--- src/rtl/sat_subtractor_pipe.sv ---
// sat_subtractor_pipe: pipelined signed a-b / a+b / b-a / |a-b| with
// saturation or wrap, a travelling valid strobe and a sticky overflow flag.
// Optional build macro SAT_SUB_OVF_COUNT_EN adds the 16-bit ovf_count output.
module sat_subtractor_pipe #(
  parameter int WIDTH    = 16,
  parameter int LATENCY  = 2,
  parameter int SATURATE = 1
) (
  input  logic             clock,
  input  logic             reset,
  input  logic             in_valid,
  input  logic [1:0]       mode,
  input  logic [WIDTH-1:0] input_one,
  input  logic [WIDTH-1:0] input_two,
  input  logic             clear_sticky,
  output logic             out_valid,
  output logic [WIDTH-1:0] result,
  output logic             overflow,
`ifdef SAT_SUB_OVF_COUNT_EN
  output logic             ovf_sticky,
  output logic [15:0]      ovf_count
`else
  output logic             ovf_sticky
`endif
);

  localparam logic [WIDTH-1:0] MAXV = {1'b0, {(WIDTH-1){1'b1}}};
  localparam logic [WIDTH-1:0] MINV = {1'b1, {(WIDTH-1){1'b0}}};

  logic [WIDTH-1:0] s1_a, s1_b;
  logic [1:0]       s1_mode;
  logic             s1_vld;

  logic [WIDTH:0]   a_ext, b_ext, diff, full;
  logic             s1_ovf_raw, s1_ovf;
  logic [WIDTH-1:0] s1_res;

  // Stage 1: capture operands and mode only for accepted samples.
  always_ff @(posedge clock or posedge reset) begin
    if (reset) begin
      s1_a    <= '0;
      s1_b    <= '0;
      s1_mode <= '0;
      s1_vld  <= 1'b0;
    end else begin
      s1_vld <= in_valid;
      if (in_valid) begin
        s1_a    <= input_one;
        s1_b    <= input_two;
        s1_mode <= mode;
      end
    end
  end

  // Full-precision WIDTH+1 arithmetic, overflow detect and clamp/wrap.
  always_comb begin
    a_ext = {s1_a[WIDTH-1], s1_a};
    b_ext = {s1_b[WIDTH-1], s1_b};
    diff  = a_ext - b_ext;
    case (s1_mode)
      2'b00:   full = diff;
      2'b01:   full = a_ext + b_ext;
      2'b10:   full = b_ext - a_ext;
      default: full = diff[WIDTH] ? (~diff + 1'b1) : diff;
    endcase
    s1_ovf_raw = full[WIDTH] ^ full[WIDTH-1];
    if (s1_ovf_raw && (SATURATE != 0))
      s1_res = full[WIDTH] ? MINV : MAXV;
    else
      s1_res = full[WIDTH-1:0];
    s1_ovf = s1_ovf_raw & s1_vld;
  end

  generate
    if (LATENCY == 1) begin : g_direct
      // Stage-1 operands hold between samples, so the result holds too.
      assign out_valid = s1_vld;
      assign overflow  = s1_ovf;
      assign result    = s1_res;
    end else begin : g_pipe
      localparam int unsigned NREG = LATENCY - 1;
      logic [WIDTH-1:0] p_res [NREG];
      logic             p_ovf [NREG];
      logic             p_vld [NREG];

      // Delay line; result registers only load on valid so the output holds.
      always_ff @(posedge clock or posedge reset) begin
        if (reset) begin
          for (int unsigned i = 0; i < NREG; i++) begin
            p_res[i] <= '0;
            p_ovf[i] <= 1'b0;
            p_vld[i] <= 1'b0;
          end
        end else begin
          p_vld[0] <= s1_vld;
          p_ovf[0] <= s1_ovf;
          if (s1_vld) p_res[0] <= s1_res;
          for (int unsigned i = 1; i < NREG; i++) begin
            p_vld[i] <= p_vld[i-1];
            p_ovf[i] <= p_ovf[i-1];
            if (p_vld[i-1]) p_res[i] <= p_res[i-1];
          end
        end
      end

      assign out_valid = p_vld[NREG-1];
      assign overflow  = p_ovf[NREG-1];
      assign result    = p_res[NREG-1];
    end
  endgenerate

  // Sticky overflow flag; a new overflow beats a simultaneous clear.
  always_ff @(posedge clock or posedge reset) begin
    if (reset)
      ovf_sticky <= 1'b0;
    else if (out_valid && overflow)
      ovf_sticky <= 1'b1;
    else if (clear_sticky)
      ovf_sticky <= 1'b0;
  end

`ifdef SAT_SUB_OVF_COUNT_EN
  // Saturating overflow event counter; clear with coincident event yields 1.
  always_ff @(posedge clock or posedge reset) begin
    if (reset)
      ovf_count <= '0;
    else if (clear_sticky)
      ovf_count <= (out_valid && overflow) ? 16'd1 : '0;
    else if (out_valid && overflow && (ovf_count != '1))
      ovf_count <= ovf_count + 16'd1;
  end
`endif

endmodule

--- config.mk ---
export PLATFORM = sky130hd
export DESIGN_NAME = sat_subtractor_pipe
export DESIGN_NICKNAME = d
export VERILOG_FILES = /design/src/rtl/sat_subtractor_pipe.sv
export SDC_FILE = /design/constraint.sdc
export NUM_CORES = 1
export LEC_CHECK = 0
export CORE_MARGIN = 5
export CORE_UTILIZATION = 57
export DETAILED_ROUTE_END_ITERATION = 10
export PLACE_DENSITY = 0.87
export SLEW_MARGIN = 10
export SYNTH_ARGS = -nofsm -noshare
export SYNTH_HDL_FRONTEND = slang
export SYNTH_SLANG_ARGS = --single-unit
--- constraint.sdc ---
create_clock -name clock -period 4.2 [get_ports clock]
set_input_delay 0.42 -clock clock [delete_from_list [all_inputs] [get_ports clock]]
set_output_delay 0.42 -clock clock [all_outputs]
set_load 0.03 [all_outputs]
==> run summary <==
================================================================================
Worst-case hold slack .............................................       503 ps
Number of buffers created by CTS ..................................            5
Maximum resistive drop on vdd .....................................       229 uV
Post-synthesis to final-layout area growth ........................        18.3%
Number of routed nets with antenna violations .....................            0
Cell variety after synth ..........................................           70
CTS tree ..........................................................        built
Synth Area per Inst ...............................................    8.43 um^2
Post-synth top area share .........................................        28.5%
Detailed Route Iter0 Violations ...................................          241
Clock insertion delay at the later pin of the skew report .........       320 ps
Slew headroom .....................................................        37.4%
Primary flip-flop cell chosen by synthesis mapping ................      dfrtp_1
Sequential share of the synthesized area ..........................        28.5%
Tmin final ........................................................      3920 ps
Via count of the routed design ....................................        4,365
Initial core utilization ..........................................        58.0%
CP Capture Point ..................................................   result[10]
Type of the tightest min-delay check .............................. flop to flop
Number of global-route vias before repair .........................        4,224
Drt via density ...................................................         5.98
Final worst clock skew ............................................      9.69 ps
Diodes inserted ...................................................            0
R2R depth .........................................................           17
Compound-gate portion of the synthesized area .....................        26.4%
Number of nets in the layout ......................................          701
Row cnt ...........................................................           33
Number of H-tree levels ...........................................            2
Fraction of final layout cells sized beyond drive strength 1 ......        11.2%
Max-cap violation count ...........................................            0
Post-synthesis simple-gate area fraction ..........................        13.8%
Sinks on the clock net ............................................           54
Number of buffers on the longest clock path .......................            2
Final count of negative-setup-slack endpoints .....................            0
Top cells by area in the synthesized netlist ...................... dfrtp_1 (28%), ha_1 (9.8%), xnor2_1 (7.8%)
Setup slack of the most critical reg-to-reg path ..................       280 ps
Buffers on Ports ..................................................           56
Maximum number of pins on one net before global-route repair ......           59
Launching instance or port of the critical path ...................      s1_a[2]
GRT Resource Usage Total ..........................................        24.1%
Pleak .............................................................      2.42 nW
Final number of max-transition violations .........................            0
Worst slew pin tran ...............................................       939 ps
Critical R2R Capture ..............................................   result[10]
Post-Synth XOR/XNOR Area ..........................................        9.23%
Syn nets ..........................................................          640
# hold bufs at CTS ................................................            0
Required time of the critical path ................................      4410 ps
Total wire length .................................................      11.9 mm
Crit path kind .................................................... flop to flop
Outcome ........................................................... complete, no violations
Max Fclk ..........................................................      255 MHz
Kind of capture point of the worst setup path .....................         flop
Gpl congestion ....................................................        0.932
Total Neg Setup Slack .............................................         0 ps
Origin of the worst min-delay path ................................   result[15]
Clock Pin Slew Worst Setup and Hold Paths .........................       110 ps
RSZ-0062 raised after global routing ..............................        false
Data arrival time at the worst-slack endpoint .....................      4140 ps
Dominant combinational cell family by area after synthesis ........ compound AO/OA/AOI/OAI gates
Height of the chip ................................................       101 um
Post-synthesis register bit count .................................           54
Root buf cell .....................................................     clkbuf_8
Pwr per Cell Area .................................................  498 nW/um^2
Post-synth design cell area .......................................    4740 um^2
Commonest cells after routing, fill and taps aside ................ clkdlybuf4s50_1 (55), dfrtp_1 (54), inv_1 (50)
Count of unresolved DRC violations after routing ..................            0
Post-detailed-route wirelength per cell ...........................      16.3 um
Count of final hold-check violations ..............................            0
DR pass1 iterations ...............................................            5
Area share of fa/ha/maj cells after synthesis .....................        11.3%
Number of antenna violations at the first check in global routing .            0
Count of flip-flops with a built-in enable after synthesis ........            0
Fraction of the cycle the final worst path needs ..................        93.4%
Maximum fanout along the worst path ...............................           17
Core footprint ....................................................    8180 um^2
Reg-to-reg startpoint .............................................      s1_a[2]
Placed wire-length estimate after detailed placement ..............      9.57 mm
Setup crit start kind .............................................         flop
Number of standard cells after synthesis ..........................          563
Die area ..........................................................  10,200 um^2
Leading area contributor after synthesis ..........................      dfrtp_1
Total congestion overflow after global routing ....................            0
Yosys warning total ...............................................            0
Commonest non-fill, non-tap cell in the layout .................... clkdlybuf4s50_1
Die W .............................................................       101 um
Async set-reset flop share out of synthesis .......................         100%
Boundary Pins .....................................................           57
Wire length of the first global-routing pass ......................      20.1 mm
Portion of netlist area occupied by mux cells .....................        4.22%
================================================================================
==> worst min-delay path by stage <==
stage / depth (start not counted) / slack (ps) / to
4_1_cts: 1 / 510 / result[15]
6_report: 1 / 500 / result[15]
2_1_floorplan: 0 / 390 / out_valid
3_3_place_gp: 1 / 470 / result[15]
3_5_place_dp: 1 / 480 / result[15]
5_1_grt: 1 / 530 / result[15]
==> state kept, by name, indices dropped and copies added (netlist names) <==
name        count
s1_vld          1
out_valid       1
overflow        1
result         16
s1_mode         2
s1_b           16
ovf_sticky      1
s1_a           16
==> kinds of logic after synthesis <==
logic type      count (synthesis)
compound gates                188
xor+xnor                       50
buf+inv                        76
flops                          54
simple gates                  136
fa+ha+maj                      42
mux                            17
==> what timing repair did <==
item | 4_1_cts | 5_1_grt
setup endpoints to repair | 0 | 17
setup buffers | 0 | 1
resized for setup | 0 | 7
==> worst max-delay path, stage by stage (launching register included) <==
cell and delay, ps:
dfrtp_1 490, nor3_1 300, a21oi_1 210, nor2_2 190
o21ai_0 130, xnor2_1 240, ha_1 330, a21o_1 200
a21oi_1 140, o21ai_0 140, a221oi_2 260, xnor2_1 160
a21oi_1 100, nor2_1 130, a31oi_2 70, buf_12 170
maj3_2 280, mux2_4 260
==> where the power goes <==
part | internal (mW) | switching (mW) | leakage (nW)
clock | 0.121 | 0.195 | 0.0447
sequential | 0.632 | 0.0830 | 0.647
combinational | 0.793 | 0.970 | 1.72
==> area by class of cell <==
cell class | instances | area [um^2]
timing repair buffer | 79 | 741
tap | 105 | 131
inverter | 51 | 193
multi-input combinational | 433 | 3100
fill | 678 | 2560
clock buffer | 5 | 68.8
sequential | 54 | 1350
clock inverter | 3 | 25.0
==> metrics by stage <==
step	total power [mW]	setup WS, ps	instance area (um^2)	instances	util (%)
after floorplan	1.94	380	4740	563	-
after global placement	2.41	217	5490	721	67.2
after detailed placement	2.46	135	5490	721	67.2
after CTS	2.78	103	5580	729	68.3
after global routing	2.99	24.9	5610	730	68.6
final	2.79	276	5610	730	68.6
==> synthesized netlist by cell type (all sizes together) (5+ instances only) <==
cell type,instances
a21o,11
a21oi,49
a221oi,11
a31oi,13
buf,5
clkbuf,20
dfrtp,54
ha,37
inv,51
mux2,15
nand2,46
nand3,6
nor2,39
nor2b,6
nor3,12
o21a,8
o21ai,43
o22ai,12
xnor2,42
xor2,8
==> routing by layer <==
metal	vias up	share of wire, %	track usage (%)
met3	15	4.0	2.89
met2	125	48	41.4
met4	0	1.4	4.91
li1	2156	-	-
met5	-	0	0
met1	2069	47	32.7
No activity file was read; power rests on OpenSTA's default activity.
